### src/rtl/dma_sched_pkg.sv
// Shared definitions for the DMA channel scheduler.
//   - sched_state_t  : scheduler FSM states
//   - DEF_*          : default channel count, priority width, age width, age limit
//   - IDW            : width of a binary channel index (gnt_id_o)
//   - P0..P3, M0, M1 : channel index constants (peripherals, memory channels)
package dma_sched_pkg;

   localparam int DEF_NCH       = 6;
   localparam int DEF_PW        = 3;
   localparam int DEF_AW        = 4;
   localparam int DEF_AGE_LIMIT = 15;
   localparam int IDW           = 3;

   localparam int P0 = 0;
   localparam int P1 = 1;
   localparam int P2 = 2;
   localparam int P3 = 3;
   localparam int M0 = 4;
   localparam int M1 = 5;

   typedef enum logic [1:0] {
      IDLE = 2'd0,
      REQ  = 2'd1,
      XFER = 2'd2,
      ACK  = 2'd3
   } sched_state_t;

endpackage

### src/rtl/dma_pri_pick.sv
// Combinational channel picker.
// Candidate set is the boosted eligible channels if any exist, otherwise the
// eligible channels sharing the highest priority. The winner is the first
// candidate found scanning upward from rr_ptr+1 (modulo NCH).
// Ports:
//   elig       in  NCH     eligible channels
//   boost      in  NCH     channels whose age reached the limit
//   pri        in  NCH*PW  packed priorities, channel k at [k*PW +: PW]
//   rr_ptr     in  IDW     last granted channel
//   pick_oh    out NCH     one-hot winner
//   pick_id    out IDW     binary winner index
//   pick_valid out 1       a winner exists
module dma_pri_pick
   import dma_sched_pkg::*;
#(
   parameter int NCH = DEF_NCH,
   parameter int PW  = DEF_PW
) (
   input  logic [NCH-1:0]    elig,
   input  logic [NCH-1:0]    boost,
   input  logic [NCH*PW-1:0] pri,
   input  logic [IDW-1:0]    rr_ptr,
   output logic [NCH-1:0]    pick_oh,
   output logic [IDW-1:0]    pick_id,
   output logic              pick_valid
);

   logic [PW-1:0]  pri_arr [NCH];
   logic [NCH-1:0] boost_elig;
   logic [NCH-1:0] cand;
   logic [PW-1:0]  max_pri;

   assign boost_elig = elig & boost;

   // Unsigned max over eligible channels only.
   always_comb begin
      max_pri = '0;
      for (int k = 0; k < NCH; k++) begin
         if (elig[k] && (pri_arr[k] > max_pri)) begin
            max_pri = pri_arr[k];
         end
      end
   end

   genvar gi;
   generate
      for (gi = 0; gi < NCH; gi++) begin : g_cand
         assign pri_arr[gi] = pri[gi*PW +: PW];
         // Starving channels pre-empt the priority order entirely.
         assign cand[gi] = (|boost_elig) ? boost_elig[gi]
                                         : (elig[gi] && (pri_arr[gi] == max_pri));
      end
   endgenerate

   // Rotating scan: the channel just served is looked at last.
   always_comb begin
      logic [IDW-1:0] idx;
      pick_oh    = '0;
      pick_id    = '0;
      pick_valid = 1'b0;
      idx        = '0;
      for (int i = 1; i <= NCH; i++) begin
         idx = IDW'((int'(rr_ptr) + i) % NCH);
         if (!pick_valid && cand[idx]) begin
            pick_valid   = 1'b1;
            pick_oh[idx] = 1'b1;
            pick_id      = idx;
         end
      end
   end

endmodule

### src/rtl/dma_chan_sched.sv
// DMA channel scheduler: arbitrates eligible channels in IDLE, holds the
// grant through the engine request/accept/done handshake and pulses a
// one-cycle completion ACK to the served channel.
// Ports:
//   clk_i, resetn_i        clock, async active-low reset
//   ch_req_i, ch_en_i      per-channel request level and enable
//   ch_pri_i               packed per-channel priorities (larger wins)
//   eng_req_o              service request to the engine (REQ state only)
//   eng_ack_i, eng_done_i  engine accept / finish
//   gnt_o, gnt_id_o        one-hot grant and its binary index
//   ch_ack_o               one-cycle completion pulse to served channel
//   busy_o                 scheduler not idle
module dma_chan_sched
   import dma_sched_pkg::*;
#(
   parameter int NCH       = DEF_NCH,
   parameter int PW        = DEF_PW,
   parameter int AW        = DEF_AW,
   parameter int AGE_LIMIT = DEF_AGE_LIMIT
) (
   input  logic              clk_i,
   input  logic              resetn_i,
   input  logic [NCH-1:0]    ch_req_i,
   input  logic [NCH-1:0]    ch_en_i,
   input  logic [NCH*PW-1:0] ch_pri_i,
   output logic              eng_req_o,
   input  logic              eng_ack_i,
   input  logic              eng_done_i,
   output logic [NCH-1:0]    gnt_o,
   output logic [2:0]        gnt_id_o,
   output logic [NCH-1:0]    ch_ack_o,
   output logic              busy_o
);

   sched_state_t   state_reg, state_next;
   logic [NCH-1:0] gnt_reg, gnt_next;
   logic [IDW-1:0] gnt_id_reg, gnt_id_next;
   logic [IDW-1:0] rr_ptr_reg, rr_ptr_next;
   logic [AW-1:0]  age_reg [NCH];

   logic [NCH-1:0] elig;
   logic [NCH-1:0] boost;
   logic [NCH-1:0] pick_oh;
   logic [IDW-1:0] pick_id;
   logic           pick_valid;
   logic           arb_fire;

   assign elig     = ch_req_i & ch_en_i;
   assign arb_fire = (state_reg == IDLE) && pick_valid;

   genvar gi;
   generate
      for (gi = 0; gi < NCH; gi++) begin : g_boost
         assign boost[gi] = (age_reg[gi] == AW'(AGE_LIMIT));
      end
   endgenerate

   dma_pri_pick #(
      .NCH (NCH),
      .PW  (PW)
   ) u_pick (
      .elig       (elig),
      .boost      (boost),
      .pri        (ch_pri_i),
      .rr_ptr     (rr_ptr_reg),
      .pick_oh    (pick_oh),
      .pick_id    (pick_id),
      .pick_valid (pick_valid)
   );

   always_ff @(posedge clk_i or negedge resetn_i) begin
      if (!resetn_i) begin
         state_reg  <= IDLE;
         gnt_reg    <= '0;
         gnt_id_reg <= '0;
         // Channel 0 wins the first tie after reset.
         rr_ptr_reg <= IDW'(NCH - 1);
      end else begin
         state_reg  <= state_next;
         gnt_reg    <= gnt_next;
         gnt_id_reg <= gnt_id_next;
         rr_ptr_reg <= rr_ptr_next;
      end
   end

   // Ages only move on an arbitration; a channel that stops being eligible
   // loses its accumulated age regardless of state.
   always_ff @(posedge clk_i or negedge resetn_i) begin
      if (!resetn_i) begin
         for (int k = 0; k < NCH; k++) begin
            age_reg[k] <= '0;
         end
      end else begin
         for (int k = 0; k < NCH; k++) begin
            if (!elig[k]) begin
               age_reg[k] <= '0;
            end else if (arb_fire) begin
               if (pick_oh[k]) begin
                  age_reg[k] <= '0;
               end else if (age_reg[k] != AW'(AGE_LIMIT)) begin
                  age_reg[k] <= age_reg[k] + 1'b1;
               end
            end
         end
      end
   end

   always_comb begin
      state_next  = state_reg;
      gnt_next    = gnt_reg;
      gnt_id_next = gnt_id_reg;
      rr_ptr_next = rr_ptr_reg;
      case (state_reg)
         IDLE: begin
            if (pick_valid) begin
               gnt_next    = pick_oh;
               gnt_id_next = pick_id;
               rr_ptr_next = pick_id;
               state_next  = REQ;
            end
         end
         REQ: begin
            // Engine acceptance wins over a simultaneous request drop.
            if (eng_ack_i) begin
               state_next = eng_done_i ? ACK : XFER;
            end else if (!(|(elig & gnt_reg))) begin
               state_next  = IDLE;
               gnt_next    = '0;
               gnt_id_next = '0;
            end
         end
         XFER: begin
            if (eng_done_i) begin
               state_next = ACK;
            end
         end
         ACK: begin
            state_next  = IDLE;
            gnt_next    = '0;
            gnt_id_next = '0;
         end
         default: begin
            state_next  = IDLE;
            gnt_next    = '0;
            gnt_id_next = '0;
         end
      endcase
   end

   assign eng_req_o = (state_reg == REQ);
   assign gnt_o     = gnt_reg;
   assign gnt_id_o  = gnt_id_reg;
   assign ch_ack_o  = (state_reg == ACK) ? gnt_reg : '0;
   assign busy_o    = (state_reg != IDLE);

endmodule

### config.mk
export PLATFORM = sky130hd
export DESIGN_NAME = dma_chan_sched
export DESIGN_NICKNAME = d
export VERILOG_FILES = /design/src/rtl/dma_sched_pkg.sv /design/src/rtl/dma_pri_pick.sv /design/src/rtl/dma_chan_sched.sv
export SDC_FILE = /design/constraint.sdc
export NUM_CORES = 1
export LEC_CHECK = 0
export CAP_MARGIN = 10
export CORE_MARGIN = 2
export CORE_UTILIZATION = 40
export DETAILED_ROUTE_END_ITERATION = 6
export PLACE_DENSITY_LB_ADDON = 0.25
export SLEW_MARGIN = 10
export SYNTH_ARGS = -nofsm -noshare
export SYNTH_HDL_FRONTEND = slang
export SYNTH_SLANG_ARGS = --single-unit
### constraint.sdc
create_clock -name clk_i -period 4.7 [get_ports clk_i]
set_input_delay 0.94 -clock clk_i [delete_from_list [all_inputs] [get_ports clk_i]]
set_output_delay 0.94 -clock clk_i [all_outputs]
set_load 0.02 [all_outputs]
==> impl_metrics.csv, run 1 <==
group,metric,value,unit
worst_setup_path,crit_required,4.89,ns
global_route,grt_max_degree,39,
synth,ys.flop_type,"dfrtp_1",
synth,synth_fp_nets,714,
final_layout,fin_cells,1084,
global_route,antenna_found_initial,0,
timing,setup_viol,37,
final_layout,antennaDiodeCount,0,
status,violations,"negative setup slack",
synth,syn-instance-count,652,
die,initial_utilization,40.5,%
worst_setup_path,endpoint_kind,"flip-flop",
timing,skew,0.00539,ns
place,finalWeightedCongestion,1.00,
die,rows,41,
final_layout,syn_to_final_growth,70.3,%
place,io_buffers,50,
synth,ys_ff_latch,38,
synth,post-synth-top-count-cell,"nand2_1",
timing,max_freq,105,MHz
route,viasPerCell,5.97,
pwr,power_leakage,3.60,nW
final_layout,fin_nets,973,
synth,synth-edff-count,0,
global_route,grt_pass1_wl,31.4,mm
cts,cts_root_buffer,"clkbuf_16",
worst_setup_path,crit_type,"input port to flip-flop",
cts,clock_latency,0.29,ns
route,wl,20.9,mm
worst_setup_path,crit_fanout,7,
synth,netlist_top_cells_area,"dfrtp_1 18%, ha_1 6.9%, nand2_1 5.8%, nand3_1 3.8%, a21oi_1 3.6%",
timing,worst_slack,-4.85,ns
worst_setup_path,worstPathArrival,9.74,ns
pwr,finalPower,0.00473,W
cts,clockBufferDepth,2,
worst_setup_path,cpMostUsedCell,"ha_4",
place,place_inst,1030,
route,wl_per_cell,19.2,microns
cts,cts.sinks,38,
final_layout,largest_reg_flops,24,
run,drv_cap,0,
timing,final-hold-violation-count,0,
route,drc,0,
route,route.vias.total,6473,
worst_setup_path,critPathSlowestCell,"o32a_1",
synth,syn_avg_cell_area,7.77,sq um
route,firstDrtPassIters,5,
final_layout,final-seq-area,953,sq um
synth,synth_warnings,0,
synth,ys_types,104,
die,dieArea,13600,sq um
synth,synth_area_leader_cell,"dfrtp_1",
timing,drv_slew,0,
pwr,p_per_area,548,nW/um^2
global_route,overflow,0,
timing,min_period,9.55,ns
status,status,"finished with violations",
cts,cts_tree,"built",
global_route,grt_pass1_vias,6247,
min_path,hp-class,"flip-flop to flip-flop",
final_layout,drive_above_1_share,44.2,%
timing,finalCritPeriodShare,203,%
final_layout,final_util,68.9,%
final_layout,nFillCells,1004,
timing,rsz0062_at_grt,"true",
timing,worst_slew_pin_slew,0.883,ns
worst_setup_path,cp-start-kind,"input port",
route,drtAntennaViolNets,0,
cts,htree_levels,2,
die,core_area,12500,sq um
timing,relSlewSlack,41.1,%
pwr,ir_drop,0.486,mV
final_layout,multi_input_area,4880,sq um
global_route,grt_use_total,29.4,%
cts,cts_hold_buffers,0,
cts,path_clk_slew,0.06,ns
timing,setup_tns,-174.42,ns
die,dieHeight,117,microns
cts,cts_made_buffers,5,
synth,ys_seq_area_share,18.8,%
synth,synth_top_cells_by_count,"78 x nand2_1, 42 x nor2_1, 38 x nand3_1",
worst_setup_path,cpPeakStageDelay,0.42,ns
place,place_hpwl,15.4,mm
die,die_w,117,microns
route,drt_iter0_drc,453,
synth,async_flop_share,100,%
die,io_pins,51,
synth,synth_top_area_share,17.8,%
synth,syn_area,5070,sq um
-- worst paths after layout --
| check | start | endpoint | slack, ns | cells after the start |
|---|---|---|---|---|
| worst min-delay path | gnt_id_o[2] | gnt_id_o[2] | 0.48 | 2 |
| worst min register to register | gnt_id_o[2] | gnt_id_o[2] | 0.48 | 2 |
| max in group asynchronous | resetn_i | rr_ptr_reg[1] | 3.37 | 1 |
| worst max-delay path | ch_req_i[0] | age_reg[13] | -4.85 | 50 |
| worst max register to register | age_reg[20] | age_reg[13] | -0.14 | 19 |
| min in group asynchronous | resetn_i | age_reg[10] | 0.77 | 1 |
-- cell usage in the layout, fill, tap and decap left out, types with 8 or more instances in the layout --
| cell | Yosys | routed |
|---|---|---|
| buf_4 | 2 | 199 |
| nand3_1 | 38 | 31 |
| nand4_1 | 8 | 8 |
| nand2_1 | 78 | 68 |
| o21ai_0 | 32 | 18 |
| dfrtp_1 | 36 | 36 |
| o21ai_1 | 15 | 15 |
| and3_1 | 25 | 20 |
| buf_6 | 5 | 17 |
| nor2_1 | 42 | 34 |
| a21oi_1 | 36 | 30 |
| xnor2_1 | 11 | 11 |
| clkdlybuf4s50_1 | 0 | 41 |
| inv_1 | 22 | 21 |
| ha_1 | 28 | 22 |
| a31oi_1 | 13 | 10 |
| o21ai_2 | 1 | 12 |
| a211oi_2 | 2 | 8 |
| nor3_1 | 30 | 23 |
-- cells by family after synthesis --
| group | Yosys count | synth area share, % |
|---|---|---|
| DFF | 38 | 18.8 |
| adders and majority gates | 29 | 7.11 |
| xor gates and xnor gates | 15 | 2.74 |
| AOI/OAI and AO/OA | 217 | 33.1 |
| and+or+nand+nor | 289 | 30.2 |
| muxes | 18 | 3.68 |
| buffers and inverters | 46 | 4.35 |
-- routing by layer --
metal  vias up  track usage (%)  wire length (microns)
met3        50             4.41                    967
met5         -                0                      0
met4         0             11.7                    909
met2       216             51.4                  10300
li1       3053                -                      -
met1      3154             36.3                   8640
-- worst max-delay path: cells and delay by family --
family / cells / cell delay (ns)
AO/OA/AOI/OAI: 14 / 2.79
adder cells (fa/ha/maj): 6 / 1.57
buffers and inverters: 7 / 0.88
multiplexers: 2 / 0.48
AND/OR/NAND/NOR: 21 / 3.05
-- report_power, final --
part           internal, W  switching (W)  leakage [nW]  total [W]
clock             0.000210       0.000142        0.0729   0.000352
sequential        0.000397      0.0000850         0.515   0.000482
combinational      0.00180        0.00210          3.01    0.00390
total              0.00241        0.00232          3.60    0.00473
-- cell type report --
| cell class | count | share of cell area, % |
|---|---|---|
| clock buffers | 6 | 1.61 |
| flip-flops and latches | 38 | 11.0 |
| well taps | 172 | 2.49 |
| repair buffers | 274 | 27.2 |
| multi-input cells | 569 | 56.5 |
| clock inverters | 2 | 0.145 |
| inverters | 23 | 1.02 |
-- through the flow --
stage	hold WS (ns)	worst slack, ns	area [sq um]
after floorplan	0.514	-4.85	5390
after global placement	0.457	-5.65	7350
after detailed placement	0.469	-5.90	7350
after CTS	0.487	-4.68	8210
after global routing	0.508	-5.17	8630
final	0.481	-4.85	8630
-- what timing repair did --
action	4_1_cts	5_1_grt
hold endpoints to repair	0	0
pin swaps	71	53
endpoints found under the setup margin	37	37
setup buffers	30	13
resized for setup	106	65
gates cloned	3	0
Power figures use the tool's default switching activity.
==> inputs of run 2 (changes only) <==
--- a/constraint.sdc
+++ b/constraint.sdc
@@ -3,2 +3,2 @@
 set_output_delay 0.94 -clock clk_i [all_outputs]
-set_load 0.02 [all_outputs]
+set_load 0.1 [all_outputs]
==> run 2 against run 1 <==
The flow still finishes with violations (negative setup slack). Non-clock buffer count is 54 higher. Combinational power is 25% higher. Register-to-register slack worse by 0.09 ns. First-iteration DRC count is 51% higher. Maximum frequency is 2.2% lower. Power is 21% higher. Wire length is 16% higher. Sequential share of layout area is 0.72 points lower. Worst setup slack worse by 0.22 ns. Final cell count is 5.3% higher. Cell area is 6.9% higher. Critical endpoint is now age_reg[2]. Largest power group unchanged. Highest routed layer unchanged.
==> impl_metrics.csv, run 2 (synthesis gave the netlist of run 1 again) <==
group,metric,value,unit
status,status,"finished with violations",
status,violations,"negative setup slack",
cts,cts.sinks,38,
route,wl_met1,9.17,mm
place,placed_area,7420,sq um
route,highest_layer,"met4",
place,place_inst,1039,
cts,path_clk_slew,0.06,ns
pwr,netSwitchingFraction,50.6,%
final_layout,largest_reg_flops,24,
final_layout,syn_to_final_growth,82.1,%
worst_setup_path,cp-start-kind,"input port",
timing,worst_slack,-5.06,ns
cts,cts_hold_buffers,0,
timing,worst_slew_pin_slew,0.984,ns
cts,clock_latency,0.29,ns
timing,setup_viol,37,
pwr,power_frac_clock,6.1,%
final_layout,fin_nets,1030,
final_layout,final_cell_area,9230,sq um
worst_setup_path,crit_fanout,7,
timing,rsz0062_at_grt,"true",
place,io_buffers,50,
min_path,hp-class,"flip-flop to flip-flop",
die,rows,41,
timing,final-hold-violation-count,0,
route,viasPerCell,6.34,
route,drtAntennaViolNets,0,
global_route,grt_pass1_vias,7009,
cts,htree_levels,2,
final_layout,drive_above_1_share,50.3,%
timing,min_period,9.76,ns
cts,cts_made_buffers,5,
place,place_ws,-5.73,ns
route,drc,0,
worst_setup_path,crit_required,4.89,ns
global_route,grt_max_degree,39,
timing,max_freq,102,MHz
global_route,grt_use_total,32.6,%
final_layout,final_common_cell,"buf_4",
route,wl,24.3,mm
route,wl_per_cell,21.3,microns
route,route.vias.total,7229,
worst_setup_path,endpoint_kind,"flip-flop",
place,finalWeightedCongestion,0.932,
cts,clockBufferDepth,2,
worst_setup_path,cpMostUsedCell,"ha_4",
die,die_w,117,microns
pwr,power_leakage,3.92,nW
run,drv_cap,0,
final_layout,fin_cells,1141,
timing,skew,0.00991,ns
global_route,grt_pass1_wl,35.0,mm
worst_setup_path,cpPeakStageDelay,0.38,ns
pwr,ir_drop,0.516,mV
route,route.met3.wl,1.86,mm
pwr,p_seq_share,8.9,%
worst_setup_path,critPathSlowestCell,"or3b_4",
global_route,antenna_found_initial,0,
final_layout,final_util,73.7,%
route,drt_iter0_drc,684,
die,core_area,12500,sq um
global_route,overflow,0,
pwr,p_per_area,620,nW/um^2
cts,cts_root_buffer,"clkbuf_16",
final_layout,layout_common_cells,"229 x buf_4, 65 x nand2_1, 47 x buf_6",
final_layout,antennaDiodeCount,0,
worst_setup_path,crit_type,"input port to flip-flop",
route,dr_wl_met2,11.8,mm
route,firstDrtPassIters,5,
die,initial_utilization,40.5,%
pwr,p_int,0.00283,W
cts,cts_tree,"built",
die,dieHeight,117,microns
timing,relSlewSlack,34.2,%
timing,finalCritPeriodShare,208,%
timing,drv_slew,0,
place,place_hpwl,15.5,mm
worst_setup_path,worstPathArrival,9.95,ns
pwr,comb_power_share,84.9,%
pwr,switching_power,0.00290,W
die,io_pins,51,
die,dieArea,13600,sq um
-- run 2: power groups by stage --
stage / clock (W) / combinational [W] / sequential, W
final: 0.000352 / 0.00486 / 0.000510
after CTS: 0.000349 / 0.00413 / 0.000498
after detailed placement: 0 / 0.00303 / 0.000502
after global routing: 0.000367 / 0.00506 / 0.000515
after global placement: 0 / 0.00297 / 0.000496
after floorplan: 0 / 0.00192 / 0.000598
-- run 2: path summary, 6_finish.rpt --
check,startpoint,to,slack (ns),depth (start not counted)
max,ch_req_i[0],age_reg[2],-5.06,51
min,gnt_id_o[0],gnt_id_o[0],0.50,1
max reg2reg,age_reg[20],age_reg[2],-0.23,20
min reg2reg,gnt_id_o[0],gnt_id_o[0],0.50,1
max in group asynchronous,resetn_i,age_reg[22],3.34,1
min in group asynchronous,resetn_i,async pin,0.78,1
-- run 2: cell type report --
cell class | count | area (sq um)
repair buffers | 328 | 2800
multi-input cells | 572 | 5020
inverters | 23 | 87.6
clock buffers | 6 | 139
fillers | 916 | 3290
well taps | 172 | 215
clock inverters | 2 | 12.5
flip-flops and latches | 38 | 953
-- run 2: timing repair --
item                       CTS  global route
setup endpoints to repair   37            37
pin swaps                   83            55
resized for setup          147            74
gates cloned                 5             0
setup buffers               61            31
-- run 2: worst max-delay path: cells and delay by family --
kind                     cells  cell delay (ns)
AND/OR/NAND/NOR             19             2.94
adder cells (fa/ha/maj)      6             1.49
multiplexers                 2             0.51
AO/OA/AOI/OAI               17             3.05
buffers and inverters        7             0.98
-- run 2: per-layer routing --
metal / GRT usage [%] / vias to the layer above
met5: 0 / -
met1: 39.7 / 3468
met2: 56.7 / 450
met3: 4.62 / 134
met4: 15.6 / 0
li1: - / 3177
-- run 2: through the flow --
step	setup TNS, ns	hold WS (ns)	power (W)
3_5_place_dp	-209.13	0.480	0.00353
6_report	-182.40	0.497	0.00572
2_1_floorplan	-176.90	0.498	0.00252
5_1_grt	-191.26	0.526	0.00594
4_1_cts	-168.88	0.496	0.00498
3_3_place_gp	-198.98	0.457	0.00347
==> inputs of run 3 (changes only) <==
ABC_CLOCK_PERIOD_IN_PS = 4700   (was unset)
CTS_BUF_LIST = sky130_fd_sc_hd__clkbuf_2 sky130_fd_sc_hd__clkbuf_4 sky130_fd_sc_hd__clkbuf_8   (was unset)
==> run 3 against run 2 <==
The run still ends with negative setup slack left. Combinational power shrank 6.6%. Die area is the same. Wire length shrank 5.4%. Via count shrank 3.6%. Largest cell class unchanged.
==> impl_metrics.csv, run 3 (synthesis gave the netlist of run 1 again) <==
group,metric,value,unit
status,status,"finished with violations",
status,violations,"negative setup slack",
timing,worst_slack,-4.97,ns
worst_setup_path,crit_type,"input port to flip-flop",
global_route,met2_usage,53.8,%
die,initial_utilization,40.5,%
timing,final-hold-violation-count,0,
cts,cts.sinks,38,
worst_setup_path,crit_required,4.89,ns
final_layout,fin_nets,1014,
route,route.vias.total,6972,
min_path,hp-class,"flip-flop to flip-flop",
global_route,met1_usage,39.1,%
timing,finalCritPeriodShare,206,%
global_route,grt_max_degree,39,
die,core_area,12500,sq um
worst_setup_path,cpMostUsedCell,"ha_4",
pwr,power_leakage,3.77,nW
global_route,busiest_layer,"met2",
timing,worst_slew_pin_slew,0.991,ns
pwr,p_per_area,594,nW/um^2
pwr,switching_power,0.00275,W
global_route,use_met3,4.51,%
route,firstDrtPassIters,5,
cts,path_clk_slew,0.08,ns
pwr,p_seq_share,9.5,%
final_layout,antennaDiodeCount,0,
die,die_w,117,microns
global_route,grt_pass1_wl,34.0,mm
worst_setup_path,cpPeakStageDelay,0.38,ns
die,dieArea,13600,sq um
route,viasPerCell,6.20,
place,io_buffers,50,
pwr,netSwitchingFraction,51.9,%
cts,clock_latency,0.30,ns
timing,drv_slew,0,
final_layout,multi_input_area,4950,sq um
cts,cts_tree,"built",
timing,min_period,9.67,ns
route,drtAntennaViolNets,0,
pwr,comb_power_share,85.8,%
die,io_pins,51,
global_route,antenna_found_initial,0,
pwr,power_frac_clock,4.6,%
global_route,grt_use_total,31.6,%
pwr,p_int,0.00255,W
final_layout,final-seq-area,953,sq um
final_layout,final_common_cell,"buf_4",
pwr,finalPower,0.00529,W
global_route,overflow,0,
route,drc,0,
worst_setup_path,critPathSlowestCell,"or3b_4",
final_layout,layout_common_cells,"231 x buf_4, 68 x nand2_1, 41 x clkdlybuf4s50_1",
worst_setup_path,cp-start-kind,"input port",
cts,htree_levels,2,
timing,setup_viol,37,
final_layout,syn_to_final_growth,75.9,%
cts,cts_made_buffers,5,
timing,max_freq,103,MHz
timing,relSlewSlack,33.8,%
die,dieHeight,117,microns
final_layout,drive_above_1_share,48.3,%
place,place_ws,-5.73,ns
cts,clockBufferDepth,2,
route,wl_per_cell,20.4,microns
global_route,grt_pass1_vias,6839,
timing,skew,0.0147,ns
final_layout,nFillCells,997,
pwr,ir_drop,0.486,mV
route,drt_iter0_drc,636,
worst_setup_path,worstPathArrival,9.86,ns
run,drv_cap,0,
worst_setup_path,endpoint_kind,"flip-flop",
place,place_hpwl,15.5,mm
die,rows,41,
final_layout,largest_reg_flops,24,
place,finalWeightedCongestion,0.932,
worst_setup_path,crit_fanout,7,
timing,rsz0062_at_grt,"true",
cts,cts_root_buffer,"clkbuf_8",
route,wl,23.0,mm
-- run 3: worst max-delay path, delay by kind of cell --
| family | cells | cell delay (ns) |
|---|---|---|
| buffers and inverters | 6 | 0.79 |
| multiplexers | 3 | 0.70 |
| adder cells (fa/ha/maj) | 6 | 1.44 |
| AND/OR/NAND/NOR | 20 | 3.04 |
| AO/OA/AOI/OAI | 16 | 2.93 |
-- run 3: final timing paths --
| check | startpoint | to | slack, ns | depth (start not counted) |
|---|---|---|---|---|
| min reg2reg | gnt_id_o[2] | gnt_id_o[2] | 0.51 | 2 |
| min in group asynchronous | resetn_i | async pin | 0.75 | 1 |
| max in group asynchronous | resetn_i | age_reg[19] | 3.38 | 1 |
| max | ch_req_i[0] | age_reg[17] | -4.97 | 51 |
| max reg2reg | age_reg[20] | age_reg[17] | -0.12 | 20 |
| min | gnt_id_o[2] | gnt_id_o[2] | 0.51 | 2 |
-- run 3: final cells by class --
cell class	instances	area share, %
multi-input cells	572	55.5
flip-flops and latches	38	10.7
well taps	172	2.41
repair buffers	312	29.3
clock buffers	6	0.926
clock inverters	2	0.140
inverters	23	0.983
-- run 3: power groups by stage --
stage	Sequential [W]	Combinational (W)	Clock, W
finish	0.000505	0.00454	0.000246
global route	0.000513	0.00476	0.000263
CTS	0.000497	0.00384	0.000245
floorplan	0.000598	0.00192	0
global placement	0.000496	0.00297	0
detailed placement	0.000502	0.00303	0
-- run 3: layer usage --
layer  wire, microns  share of wire (%)  vias to the layer above
li1                -                  -                     3132
met1            9150                 40                     3384
met2           11100                 49                      362
met3            1510                6.6                       94
met4            1170                5.1                        0
met5               0                  0                        -
-- run 3: what timing repair did --
item | CTS | global route
setup endpoints to repair | 37 | 37
setup buffers | 51 | 23
resized for setup | 126 | 59
pin swaps | 77 | 41
gates cloned | 4 | 0
hold buffers | 0 | 0
-- run 3: stage by stage --
stage | hold slack (ns) | util [%] | std cells | setup TNS (ns) | instance area (sq um)
3_3_place_gp | 0.457 | 59.3 | 1039 | -198.98 | 7420
5_1_grt | 0.533 | 71.2 | 1125 | -187.78 | 8910
6_report | 0.505 | 71.2 | 1125 | -178.41 | 8910
3_5_place_dp | 0.480 | 59.3 | 1039 | -209.13 | 7420
2_1_floorplan | 0.498 | - | 652 | -176.90 | 5430
4_1_cts | 0.501 | 67.5 | 1102 | -167.08 | 8440
